`config.mk`:
```
export PLATFORM = sky130hd
export DESIGN_NAME = taiga_pipelined_adder
export DESIGN_NICKNAME = d
export VERILOG_FILES = /design/src/rtl/taiga_pipelined_adder.sv
export SDC_FILE = /design/constraint.sdc
export NUM_CORES = 1
export LEC_CHECK = 0
export ABC_AREA = 1
export CORE_UTILIZATION = 55
export CTS_BUF_LIST = sky130_fd_sc_hd__clkbuf_8
export CTS_CLUSTER_SIZE = 25
export DETAILED_ROUTE_END_ITERATION = 10
export DONT_BUFFER_PORTS = 1
export GPL_TIMING_DRIVEN = 0
export PLACE_DENSITY = 0.7
export REMOVE_ABC_BUFFERS = 1
export SKIP_CTS_REPAIR_TIMING = 1
export SYNTH_ARGS = -nofsm -noshare
export SYNTH_HDL_FRONTEND = slang
export SYNTH_SLANG_ARGS = --single-unit
export TNS_END_PERCENT = 30
```
`constraint.sdc`:
```
create_clock -name clk -period 2.9 [get_ports clk]
set_input_delay 0.29 -clock clk [delete_from_list [all_inputs] [get_ports clk]]
set_output_delay 0.29 -clock clk [all_outputs]
set_load 0.05 [all_outputs]
```
`src/rtl/taiga_pipelined_adder.sv`:
```
// taiga_pipelined_adder
//   Fixed-latency integer add unit with an in-order result buffer.
//   An accepted operation is computed and carried through a valid-tagged
//   shift register. It lands in the result FIFO exactly STAGES cycles after
//   acceptance. Issue is throttled by the in-flight count (pipeline valids
//   plus FIFO occupancy), so every result already has a FIFO slot reserved
//   when it is issued.
//
// Ports
//   clk          clock, rising edge
//   rst          asynchronous active-high reset (control state only)
//   issue_new    issue strobe; accepted when issue_new && issue_ready
//   issue_ready  unit can accept an operation this cycle
//   issue_id     instruction id of the issued operation
//   rs1, rs2     source operands
//   op           00 ADD, 01 SUB, 10 CARRY, 11 ADDSAT
//   wb_done      head result valid
//   wb_id        head result id (0 while empty)
//   wb_rd        head result data (0 while empty)
//   wb_ack       writeback consumed; head pops when wb_done && wb_ack
module taiga_pipelined_adder #(
    parameter int XLEN       = 32,
    parameter int STAGES     = 2,
    parameter int FIFO_DEPTH = 4,
    parameter int ID_W       = 3
) (
    input  logic            clk,
    input  logic            rst,
    input  logic            issue_new,
    output logic            issue_ready,
    input  logic [ID_W-1:0] issue_id,
    input  logic [XLEN-1:0] rs1,
    input  logic [XLEN-1:0] rs2,
    input  logic [1:0]      op,
    output logic            wb_done,
    output logic [ID_W-1:0] wb_id,
    output logic [XLEN-1:0] wb_rd,
    input  logic            wb_ack
);

    localparam int PTR_W = $clog2(FIFO_DEPTH);
    localparam int CNT_W = PTR_W + 1;
    // Wide enough for the pipeline valids plus a full FIFO.
    localparam int IF_W  = $clog2(FIFO_DEPTH + STAGES) + 1;

    localparam logic [CNT_W-1:0] DEPTH_C = CNT_W'(FIFO_DEPTH);
    localparam logic [XLEN:0]    ONE_X   = (XLEN + 1)'(1);

    // Unsigned saturation: carry-out clamps the result to all-ones.
    function automatic logic [XLEN-1:0] sat_add(input logic [XLEN:0] sum);
        return sum[XLEN] ? {XLEN{1'b1}} : sum[XLEN-1:0];
    endfunction

    function automatic logic [XLEN-1:0] alu(input logic [1:0]      mode,
                                            input logic [XLEN-1:0] a,
                                            input logic [XLEN-1:0] b);
        logic [XLEN:0] sum_add;
        logic [XLEN:0] sum_sub;
        logic [XLEN-1:0] res;
        sum_add = {1'b0, a} + {1'b0, b};
        sum_sub = {1'b0, a} + {1'b0, ~b} + ONE_X;
        case (mode)
            2'b00:   res = sum_add[XLEN-1:0];
            2'b01:   res = sum_sub[XLEN-1:0];
            2'b10:   res = {{(XLEN-1){1'b0}}, sum_add[XLEN]};
            default: res = sat_add(sum_add);
        endcase
        return res;
    endfunction

    logic            accept;
    logic [XLEN-1:0] data_in;
    logic            push;
    logic [ID_W-1:0] push_id;
    logic [XLEN-1:0] push_data;
    logic [IF_W-1:0] pipe_cnt;
    logic            pop;

    logic [ID_W-1:0]  mem_id   [FIFO_DEPTH];
    logic [XLEN-1:0]  mem_data [FIFO_DEPTH];
    logic [PTR_W-1:0] wr_ptr;
    logic [PTR_W-1:0] rd_ptr;
    logic [CNT_W-1:0] count;
    logic [IF_W-1:0]  in_flight;

    assign accept  = issue_new && issue_ready;
    assign data_in = alu(op, rs1, rs2);

    // Acceptance register plus STAGES-2 further stages; the FIFO write is
    // the final register of the latency chain.
    if (STAGES > 1) begin : g_pipe
        logic [STAGES-2:0] vld_p;
        logic [ID_W-1:0]   id_p   [STAGES-1];
        logic [XLEN-1:0]   data_p [STAGES-1];

        always_ff @(posedge clk or posedge rst) begin
            if (rst) begin
                vld_p <= '0;
            end else begin
                vld_p[0] <= accept;
                for (int i = 1; i < STAGES - 1; i++) begin
                    vld_p[i] <= vld_p[i-1];
                end
            end
        end

        always_ff @(posedge clk) begin
            id_p[0]   <= issue_id;
            data_p[0] <= data_in;
            for (int i = 1; i < STAGES - 1; i++) begin
                id_p[i]   <= id_p[i-1];
                data_p[i] <= data_p[i-1];
            end
        end

        assign push      = vld_p[STAGES-2];
        assign push_id   = id_p[STAGES-2];
        assign push_data = data_p[STAGES-2];
        assign pipe_cnt  = IF_W'($countones(vld_p));
    end else begin : g_nopipe
        assign push      = accept;
        assign push_id   = issue_id;
        assign push_data = data_in;
        assign pipe_cnt  = '0;
    end

    // ---- result FIFO ----
    assign pop = wb_ack && wb_done;

    always_ff @(posedge clk) begin
        if (push) begin
            mem_id[wr_ptr]   <= push_id;
            mem_data[wr_ptr] <= push_data;
        end
    end

    always_ff @(posedge clk or posedge rst) begin
        if (rst) begin
            wr_ptr <= '0;
            rd_ptr <= '0;
            count  <= '0;
        end else begin
            if (push) wr_ptr <= wr_ptr + PTR_W'(1);
            if (pop)  rd_ptr <= rd_ptr + PTR_W'(1);
            case ({push, pop})
                2'b10:   count <= count + CNT_W'(1);
                2'b01:   count <= count - CNT_W'(1);
                default: ;
            endcase
        end
    end

    // Slots are reserved at issue time, so the FIFO can never be full on push.
    a_no_push_on_full: assert property (@(posedge clk) disable iff (rst)
        !(push && (count == DEPTH_C)));

    assign in_flight   = pipe_cnt + IF_W'(count);
    assign issue_ready = in_flight < IF_W'(FIFO_DEPTH);

    assign wb_done = (count != '0);
    assign wb_id   = wb_done ? mem_id[rd_ptr]   : '0;
    assign wb_rd   = wb_done ? mem_data[rd_ptr] : '0;

endmodule

```
* Word level (Yosys, flattened, before mapping)
Memories as Yosys holds them, arrays and structs flattened.
Cells that the tools add are included.
** Word-level totals
- Bits in writable memories :: 175
- Memories kept :: 4
- Input port bits :: 73
- Output and inout port bits :: 37
- Bits in registers :: 8
- Word-level logic and storage cells :: 34
** Cells by class
- Mux-type cells :: 7
- Magnitude comparators :: 1
- Add/subtract/negate cells :: 8
- Reductions and logical operators :: 5
- Bitwise gates (word level) :: 1
- Equal/unequal tests :: 4
** Memories
- mem_data :: words 4, bits a word 32, rd ports 1, clocked after Yosys merged registers in 0, write ports 1, RTL line 80 : logic [XLEN-1:0] mem_data [FIFO_DEPTH];
- g_pipe.data_p :: words 1, bits a word 32, rd ports 1, clocked after Yosys merged registers in 0, write ports 1, RTL line 94 : logic [XLEN-1:0] data_p [STAGES-1];
- mem_id :: words 4, bits a word 3, rd ports 1, clocked after Yosys merged registers in 0, write ports 1, RTL line 79 : logic [ID_W-1:0] mem_id [FIFO_DEPTH];
- g_pipe.id_p :: words 1, bits a word 3, rd ports 1, clocked after Yosys merged registers in 0, write ports 1, RTL line 93 : logic [ID_W-1:0] id_p [STAGES-1];
** Operators by type and width (number)
- $pmux 32 s3 :: 1
- $mux 32 :: 2
- $add 32x32->33 :: 1
- $add 32x1->32 const B :: 1
- $add 32x32->32 :: 1
- $not 32->32 :: 1
- $pmux 3 s2 :: 1
- $add 1x3->4 :: 1
- $add 2x1->2 const B :: 2
- $eq 2x1->1 const B :: 2
- $eq 2x2->1 const B :: 2
- $lt 4x3->1 const B :: 1
- $add 3x1->3 const B :: 1
- $mux 3 :: 1
- $reduce_bool 3->1 :: 1
- $sub 3x1->3 const B :: 1
- $logic_and 1x1->1 :: 2
- $logic_not 2->1 :: 1
- $mux 1 :: 2
- $reduce_bool 2->1 :: 1

* Depth between registers and ports, before layout
Gate-level depths: netlist of the first run.
- Depth after elaboration :: 4
- Mapped depth :: 17
- Mapped depth without buffers :: 17

* Worst setup path before layout of the first run
OpenSTA, ideal clock, no wires.
- Path kind :: register -> register
- Start point :: reg count[2]
- End point :: reg count[1]
- Stages on the path, launching flop included :: 9
- Library setup time :: 0.083 ns
- Path buffers :: 0
- Arrival time :: 2.100 ns
- Data required time :: 2.817 ns
- Setup slack :: 0.717 ns
- Period minus slack after synthesis :: 2.183 ns
- Cells stage by stage :: dfrtp_1 > nor3_2 > inv_1 > nand2_1 > inv_1 > ha_1 > inv_1 > fa_1 > o21ai_0
** Between the ends
- Longest elaborated chain between the ends :: 4
- Elaborated cells between the ends (all ways) :: 6
- Classes of those cells :: eq/ne: 2; mux: 1; reduce/logical: 3
** RTL lines
- start, declared :: RTL line 83 : logic [CNT_W-1:0] count;
- start signal, assigned :: RTL line 146 : 2'b10: count <= count + CNT_W'(1);
- start signal, assigned :: RTL line 147 : 2'b01: count <= count - CNT_W'(1);
- $reduce_bool 3->1 (*) :: RTL line 160 : assign wb_done = (count != '0);
- named net wb_done :: RTL line 35 : output logic wb_done,
- $logic_and 1x1->1 (*) :: RTL line 128 : assign pop = wb_ack && wb_done;
- named net pop :: RTL line 77 : logic pop;
- $eq 2x1->1 or $eq 2x2->1 (tied branches) :: RTL line 145 : case ({push, pop})
- $pmux 3 s2 or $reduce_bool 2->1 (tied branches)
The timed path passes the listed nets; every way through them passes the cells marked *.
A chain may end at the register's enable or synchronous reset.

* Final worst setup path of the first run
- Start point :: reg count[1]
- End point :: reg count[1]
The elaborated chain is that of the path after synthesis.

==> impl_metrics.yaml, run 1 <==
synthesis:
  synth-edff-count: 140
  ys_ff_latch: 183
  yosys_warnings: 0
  synth_area_leaders: "edfxtp_1 35%, nand2_1 13%, nor2_1 7.7%"
  synth.avg_cell_area_um2: 7.392
  synth.largest_area_cell: "edfxtp_1"
  seq_area_frac_synth_pct: 42.95
  yosys.area_share.simple_pct: 28.00
  synth_compound_area_share_pct: 10.64
  synthDistinctLibCells: 39
  synthAdderAreaFrac_pct: 7.663
  synth_common_cells: "404 x nand2_1, 244 x nor2_1, 208 x inv_1"
  yosys_most_used_dff: "edfxtp_1"
  yosysMostFrequentCell: "nand2_1"
  muxShareOfSynthArea_pct: 0
  yosys.area_share.xor_xnor_pct: 1.179
  yosys.area.top_type_share_pct: 35.37
  async_flop_share_pct: 4.372
  syn_inst: 1608
  synth_top_family_by_area: "simple AND/OR/NAND/NOR gates"
  syn_area_um2: 11890
cells_and_area:
  area_growth_pct: 7.474
  antenna_cells: 0
  final_util_pct: 60.58
  drive_gt1_share_pct: 8.527
  fin_nets: 1726
  stdcell_count: 1870
place:
  dp_cells: 1830
  hpwl_um: 22980
  portBuffers: 0
  gp_congestion: 0.9639
  dpl_worst_slack_ns: -1.006
timing:
  fmax_mhz: 354.5
  worst_pin_slew_ns: 1.308
  fin_ws_ns: 0.07885
  fin_crit_sh_pct: 97.28
  finalSetupViolations: 0
  period_minus_slack_ns: 2.821
  relSlewSlack_pct: 12.50
  setup_tns_ns: 0
  slew_viol_final: 0
  rsz0062_at_grt: "true"
  finClkSkew_ns: 0.008829
  hold_viol: 0
worst_setup_path:
  crit_path_end_kind: "flop"
  crit_fanout: 18
  r2r-start: "count[1]"
  required_ns: 3.28
  rr_worst_depth: 9
  cp.arrival_ns: 3.20
  startpoint: "count[1]"
  path_class: "reg2reg"
  regToRegEndpoint: "count[1]"
  reg2reg_setup_slack_ns: 0.08
  worst_setup_path_start_kind: "flop"
drt:
  drt-pass1-iter-count: 5
  vias_per_cell: 5.339
  drtAntennaViolNets: 0
  wire_per_inst_um: 16.51
  drcViolationCount: 0
  vias: 9984
  wirelength_um: 30880
  drt_iter0_markers: 790
die:
  dieArea_um2: 22200
  die_width_um: 149.0
  rows: 53
  ios: 110
  floorplan.initialDensity_pct: 56.37
  core-area_um2: 21090
  fp.dieH_um: 149.0
pwr:
  irDropWorstVdd_uv: 403.6
  power_density_nw_per_um2: 805.2
  leakagePower_nw: 5.800
  power_mw: 10.29
cts:
  cts_sinks: 183
  cts-root-buf: "clkbuf_8"
  insertion_delay_ns: 0.46
  numCtsBuffers: 17
  cts_tree: "built"
  cts_max_path_buffers: 2
  clk_pin_slew_ns: 0.10
  h-tree-depth: 4
status:
  outcome: "completed"
grt:
  grt-ovfl-total: 0
  grt_max_degree: 72
  grt_pass1_wl_um: 46860
  groute.usage.overall_pct: 27.89
  antenna_found_initial: 0
  grt_pass1_vias: 8908
job:
  drv_cap: 0
worst_hold_path:
  holdPathEnd: "g_pipe.data_p[0][0]"
  worstHoldPathType: "in2reg"
  min_from: "op[0]"
  whs_path_depth: 2
## metal layers
| layer | vias to the layer above | wire (um) | global-route usage [%] |
|---|---|---|---|
| met2 | 305 | 14630 | 46.07 |
| met3 | 40 | 1709 | 3.180 |
| met1 | 4532 | 13750 | 37.80 |
| met5 | - | 0 | 0 |
| li1 | 5107 | - | - |
| met4 | 0 | 792 | 10.20 |
## cell families after synthesis
group / after synthesis
AOI/OAI and AO/OA: 235
xor gates and xnor gates: 16
adders and majority gates: 71
buffers and inverters: 293
DFF: 183
and+or+nand+nor: 810
## flip-flops by register name, indices dropped and copies added (netlist names)
register       cells
mem_data         128
g_pipe.data_p     32
mem_id            12
count              3
g_pipe.id_p        3
rd_ptr             2
wr_ptr             2
g_pipe.vld_p       1
## worst max-delay path, stage by stage, from the launching register on
cell and delay, ns:
dfrtp_1 0.44, nor3_4 0.62, buf_16 0.29, inv_1 0.26, nand2_1 0.17, inv_1 0.07
ha_1 0.20, inv_1 0.11, fa_1 0.44, o21ai_0 0.15
## worst max-delay path by stage
stage          slack, ns        end
3_5_place_dp       -1.01  wb_rd[12]
4_1_cts            -1.52  wb_rd[12]
3_3_place_gp       -1.84   count[1]
2_1_floorplan      -0.34   count[1]
6_report            0.08   count[1]
5_1_grt            -0.13   count[1]
## final cells by class
class / instances / area (um2)
inverters: 237 / 900.9
well taps: 275 / 344.1
repair buffers: 10 / 127.6
flip-flops and latches: 183 / 5110
fillers: 1994 / 8313
repair inverters: 1 / 7.507
clock buffers: 17 / 234.0
multi-input cells: 1132 / 5917
clock inverters: 15 / 133.9
## through the flow
step | hold slack (ns) | cell area (um2)
2_1_floorplan | 0.1057 | 11640
3_3_place_gp | 0.1365 | 11980
3_5_place_dp | 0.1391 | 12060
4_1_cts | -0.3559 | 12430
5_1_grt | 0.02955 | 12770
6_report | 0.04623 | 12770
## power by group
group / switching [mW] / total (mW) / internal (mW)
clock network: 0.910 / 1.54 / 0.632
logic: 3.82 / 5.02 / 1.21
registers: 0.380 / 3.72 / 3.34
total: 5.11 / 10.3 / 5.18
## cell usage in the layout, fill, tap and decap left out, types with 17 or more instances in the layout
cell and instances:
nand2_1 404, nor2_1 243, inv_1 204, edfxtp_1 140, nand3_1 105, o21ai_0 91
ha_1 68, a21oi_1 50, dfxtp_1 35, inv_2 31, o21ai_1 25, a21oi_2 22
a21oi_4 17, clkbuf_8 17
(Power assumes the default switching activity.)
==> run 2: changes to the inputs <==
- PLACE_DENSITY: 0.7 -> default
- PLACE_DENSITY_LB_ADDON: default -> 0.1
==> run 2 against run 1 <==
Against the previous run:
- core utilization is 0.37 points higher
- combinational power is 1% higher
- sequential power about the same
- worst hold slack gained 0.062 ns
- flip-flop and latch count unchanged
- worst setup slack worse by 0.077 ns
- design area rose by 0.62%
- non-clock buffer count grew 3
- via count increased by 1.1%
- die area stayed put
- largest cell class unchanged
- largest power group unchanged
- highest routed layer unchanged
==> impl_metrics.yaml, run 2 (synthesis results as in run 1) <==
status:
  outcome: "completed"
pwr:
  pwr-share-seq_pct: 35.9
  power_density_nw_per_um2: 804.5
  leakagePower_nw: 5.832
  p_int_mw: 5.200
  irDropWorstVdd_uv: 486.4
  power_switching_mw: 5.140
  switching_share_pct: 49.71
  power_frac_clock_pct: 15.0
  comb_power_share_pct: 49.2
worst_setup_path:
  crit_path_end_kind: "output pin"
  crit_fanout: 38
  path_class: "reg2out"
  worst_setup_path_start_kind: "flop"
  rr_worst_depth: 10
  cp.arrival_ns: 2.61
  required_ns: 2.61
timing:
  hold_viol: 0
  relSlewSlack_pct: 40.95
  fin_crit_sh_pct: 99.93
  finClkSkew_ns: 0.01156
  rsz0062_at_grt: "true"
  whs_ns: 0.1078
  worst_pin_slew_ns: 0.8844
  slew_viol_final: 0
  fmax_mhz: 345.1
  finalSetupViolations: 0
  period_minus_slack_ns: 2.898
place:
  dp_cells: 1832
  hpwl_um: 22320
  portBuffers: 0
  gp_congestion: 1.001
worst_hold_path:
  worstHoldPathType: "in2reg"
  whs_path_depth: 3
drt:
  vias_per_cell: 5.387
  wirelength_um: 30370
  wire_per_inst_um: 16.21
  drt_iter0_markers: 976
  drtAntennaViolNets: 0
  drcViolationCount: 0
  vias: 10090
  drt-pass1-iter-count: 6
cts:
  insertion_delay_ns: 0.45
  cts_sinks: 183
  cts_max_path_buffers: 2
  cts-root-buf: "clkbuf_8"
  clk_pin_slew_ns: 0.10
  cts_tree: "built"
  h-tree-depth: 4
  numCtsBuffers: 17
grt:
  grt-ovfl-total: 0
  antenna_found_initial: 0
  grt_pass1_vias: 9240
  grt_pass1_wl_um: 46490
  groute.usage.overall_pct: 27.45
  grt_max_degree: 72
cells_and_area:
  largest_reg_flops: 128
  mostFrequentLayoutCells: "404 x nand2_1, 243 x nor2_1, 205 x inv_1, 140 x edfxtp_1, 105 x nand3_1"
  stdcell_count: 1873
  antenna_cells: 0
  top_register: "mem_data"
  top_regs: "mem_data x128, g_pipe.data_p x32, mem_id x12"
  fin_nets: 1729
  area_growth_pct: 8.137
  drive_gt1_share_pct: 8.636
  layout_commonest_cell: "nand2_1"
die:
  floorplan.initialDensity_pct: 56.37
  core-area_um2: 21090
  fp.dieH_um: 149.0
  die_width_um: 149.0
  rows: 53
  dieArea_um2: 22200
  ios: 110
job:
  drv_cap: 0
==> run 2: power groups by stage <==
| stage | Combinational, mW | Sequential, mW | Clock (mW) |
|---|---|---|---|
| floorplan | 3.56 | 3.67 | 0 |
| global placement | 4.27 | 3.82 | 0 |
| detailed placement | 4.47 | 3.76 | 0 |
| CTS | 4.48 | 3.70 | 1.57 |
| global route | 5.46 | 3.76 | 1.68 |
| finish | 5.08 | 3.71 | 1.55 |
==> run 2: layer usage <==
metal	vias up	track usage, %	share of wire (%)	routed length [um]
met5	-	0	0	0
met4	0	11.58	3.0	910
met3	56	2.477	5.7	1717
met2	346	45.70	47	14280
met1	4572	36.66	44	13460
li1	5116	-	-	-
==> run 2: final cells by class <==
type                            count  area [um2]
Clock inverter                     15       132.6
Multi-Input combinational cell   1132        5942
Timing Repair inverter              1       7.507
Clock buffer                       17       234.0
Tap cell                          275       344.1
Inverter                          237       900.9
Sequential cell                   183        5110
Fill cell                        1931        8234
Timing Repair Buffer               13       182.7
==> run 2: through the flow <==
step           worst slack (ns)  TNS [ns]  utilization (%)  instance area, um2  total power, mW
2_1_floorplan           -0.3429    -5.931                -               11640            7.233
3_3_place_gp             -1.864    -67.13            56.82               11980            8.091
3_5_place_dp            -0.9809    -31.86            57.40               12100            8.224
4_1_cts                  -1.488    -49.64            59.14               12470            9.749
5_1_grt                -0.09218   -0.9541            60.95               12850            10.90
6_report               0.001925         0            60.95               12850            10.34
==> run 2: path summary, 6_finish.rpt <==
| kind | endpoint | start | slack [ns] |
|---|---|---|---|
| worst min-delay path | g_pipe.data_p[0][1] | rs1[1] | 0.11 |
| min in group asynchronous | wr_ptr[0] | rst | 0.23 |
| worst max-delay path | wb_rd[28] | rd_ptr[1] | 0.002 |
| max in group asynchronous | rd_ptr[1] | rst | 2.41 |
| worst max register to register | count[2] | count[2] | 0.69 |
| worst min register to register | mem_data[2][19] | g_pipe.data_p[0][19] | 0.47 |
==> run 2: worst max-delay path: stages, from the launching register on <==
cell	delay, ns
dfrtp_4	0.80
clkinvlp_4	0.57
nor2_1	0.20
o21ai_0	0.18
a21oi_4	0.39
==> run 3: changes to the inputs <==
- CORE_MARGIN: default -> 2
==> run 3 against run 2 <==
Against the previous run:
- count of clock-buffer cells in the layout unchanged
- design area about the same
- first-iteration DRC count decreased by 19%
- core utilization increased by 0.053 points
- via count decreased by 0.33%
==> impl_metrics.yaml, run 3 (synthesis results as in run 1) <==
timing:
  fmax_mhz: 358.5
  finalSetupViolations: 0
  whs_ns: 0.1139
  hold_viol: 0
  fin_crit_sh_pct: 96.20
  relSlewSlack_pct: 2.403
  finClkSkew_ns: 0.01339
  fin_ws_ns: 0.1103
  period_minus_slack_ns: 2.790
  slew_viol_final: 0
  worst_pin_slew_ns: 1.459
  setup_tns_ns: 0
job:
  drv_cap: 0
drt:
  drcViolationCount: 0
  drt_iter0_markers: 795
  wire_per_inst_um: 16.47
  vias_per_cell: 5.372
  drtAntennaViolNets: 0
  wirelength_um: 30830
  vias: 10060
  drt-pass1-iter-count: 6
cells_and_area:
  area_growth_pct: 8.231
  layout_commonest_cell: "nand2_1"
  antenna_cells: 0
  fill_cells: 1964
  drive_gt1_share_pct: 8.579
  fin_nets: 1728
  final_util_pct: 61.01
  top_regs: "mem_data x128, g_pipe.data_p x32, mem_id x12"
  mostFrequentLayoutCells: "404 x nand2_1, 243 x nor2_1, 205 x inv_1, 140 x edfxtp_1, 105 x nand3_1"
  top_register: "mem_data"
  largest_reg_flops: 128
grt:
  grt-ovfl-total: 0
  gr-usage-met3_pct: 2.831
  grt_max_degree: 72
  use_met1_pct: 35.67
  antenna_found_initial: 0
  grt_pass1_wl_um: 47000
  grt-busiest-layer: "met2"
  groute.usage.overall_pct: 27.01
  grt_pass1_vias: 9377
  use_met2_pct: 46.02
cts:
  cts_max_path_buffers: 2
  cts_sinks: 183
  cts_tree: "built"
  numCtsBuffers: 17
  insertion_delay_ns: 0.44
  h-tree-depth: 4
  clk_pin_slew_ns: 0.10
  cts-root-buf: "clkbuf_8"
worst_hold_path:
  min_from: "rs1[1]"
  worstHoldPathType: "in2reg"
place:
  hpwl_um: 22500
  dpl_worst_slack_ns: -1.061
  gp_congestion: 0.9550
  portBuffers: 0
die:
  dieArea_um2: 22800
  die_width_um: 151.0
  fp.dieH_um: 151.0
  core-area_um2: 21090
  rows: 53
  ios: 110
  floorplan.initialDensity_pct: 56.37
worst_setup_path:
  r2r-start: "count[2]"
  cp.arrival_ns: 2.50
  path_class: "reg2out"
  startpoint: "rd_ptr[0]"
  worst_setup_path_start_kind: "flop"
  crit_fanout: 71
  crit_path_end_kind: "output pin"
  required_ns: 2.61
pwr:
  irDropWorstVdd_uv: 606.9
  power_density_nw_per_um2: 820.2
  leakagePower_nw: 5.844
status:
  outcome: "completed"
-- run 3: changes by cell type in the layout (fill, tap and decap cells not counted) --
cell / previous run / this run
buf_8: 1 / 0
a21oi_4: 21 / 16
a21oi_2: 18 / 23
inv_4: 0 / 2
bufinv_16: 0 / 3
clkinv_2: 1 / 0
clkinv_4: 3 / 1
inv_8: 5 / 3
buf_12: 2 / 1
inv_6: 6 / 5
buf_16: 2 / 3
clkinvlp_4: 2 / 3
-- run 3: per-stage QoR --
step           cells  power, mW  area, um2
6_report        1872      10.55      12860
5_1_grt         1872      11.14      12860
4_1_cts         1863      10.03      12520
3_5_place_dp    1831      8.276      12100
3_3_place_gp    1827      8.112      11980
2_1_floorplan   1552      7.233      11640
-- run 3: final cells by class --
| cell class | instances | area [um2] | area share (%) |
|---|---|---|---|
| Multi-Input combinational cell | 1132 | 5904 | 45.90 |
| Tap cell | 275 | 344.1 | 2.675 |
| Inverter | 237 | 900.9 | 7.003 |
| Sequential cell | 183 | 5110 | 39.72 |
| Clock buffer | 17 | 234.0 | 1.819 |
| Clock inverter | 15 | 188.9 | 1.469 |
| Timing Repair Buffer | 12 | 175.2 | 1.362 |
| Timing Repair inverter | 1 | 7.507 | 0.05835 |
-- run 3: layer usage --
metal / vias up / wire length, um
li1: 5101 / -
met1: 4608 / 13830
met2: 300 / 14490
met3: 48 / 1558
met4: 0 / 950
met5: - / 0
-- run 3: path summary, 6_finish.rpt --
check	to	slack, ns	depth (start not counted)
hold reg to reg	mem_data[0][21]	0.48	0
hold / removal	g_pipe.data_p[0][1]	0.11	3
min in group asynchronous	g_pipe.vld_p	0.22	2
max in group asynchronous	rd_ptr[1]	2.41	2
setup reg to reg	count[2]	0.44	11
setup / recovery	wb_rd[28]	0.11	4
-- run 3: critical path, cell delays in order (launching register included) --
cell	delay, ns
dfrtp_2	0.68
buf_12	0.30
inv_8	0.27
o21ai_0	0.18
a21oi_2	0.56
-- run 3: where the power goes --
group	switching, mW	internal [mW]
sequential	0.377	3.34
combinational	3.84	1.22
clock	0.893	0.877
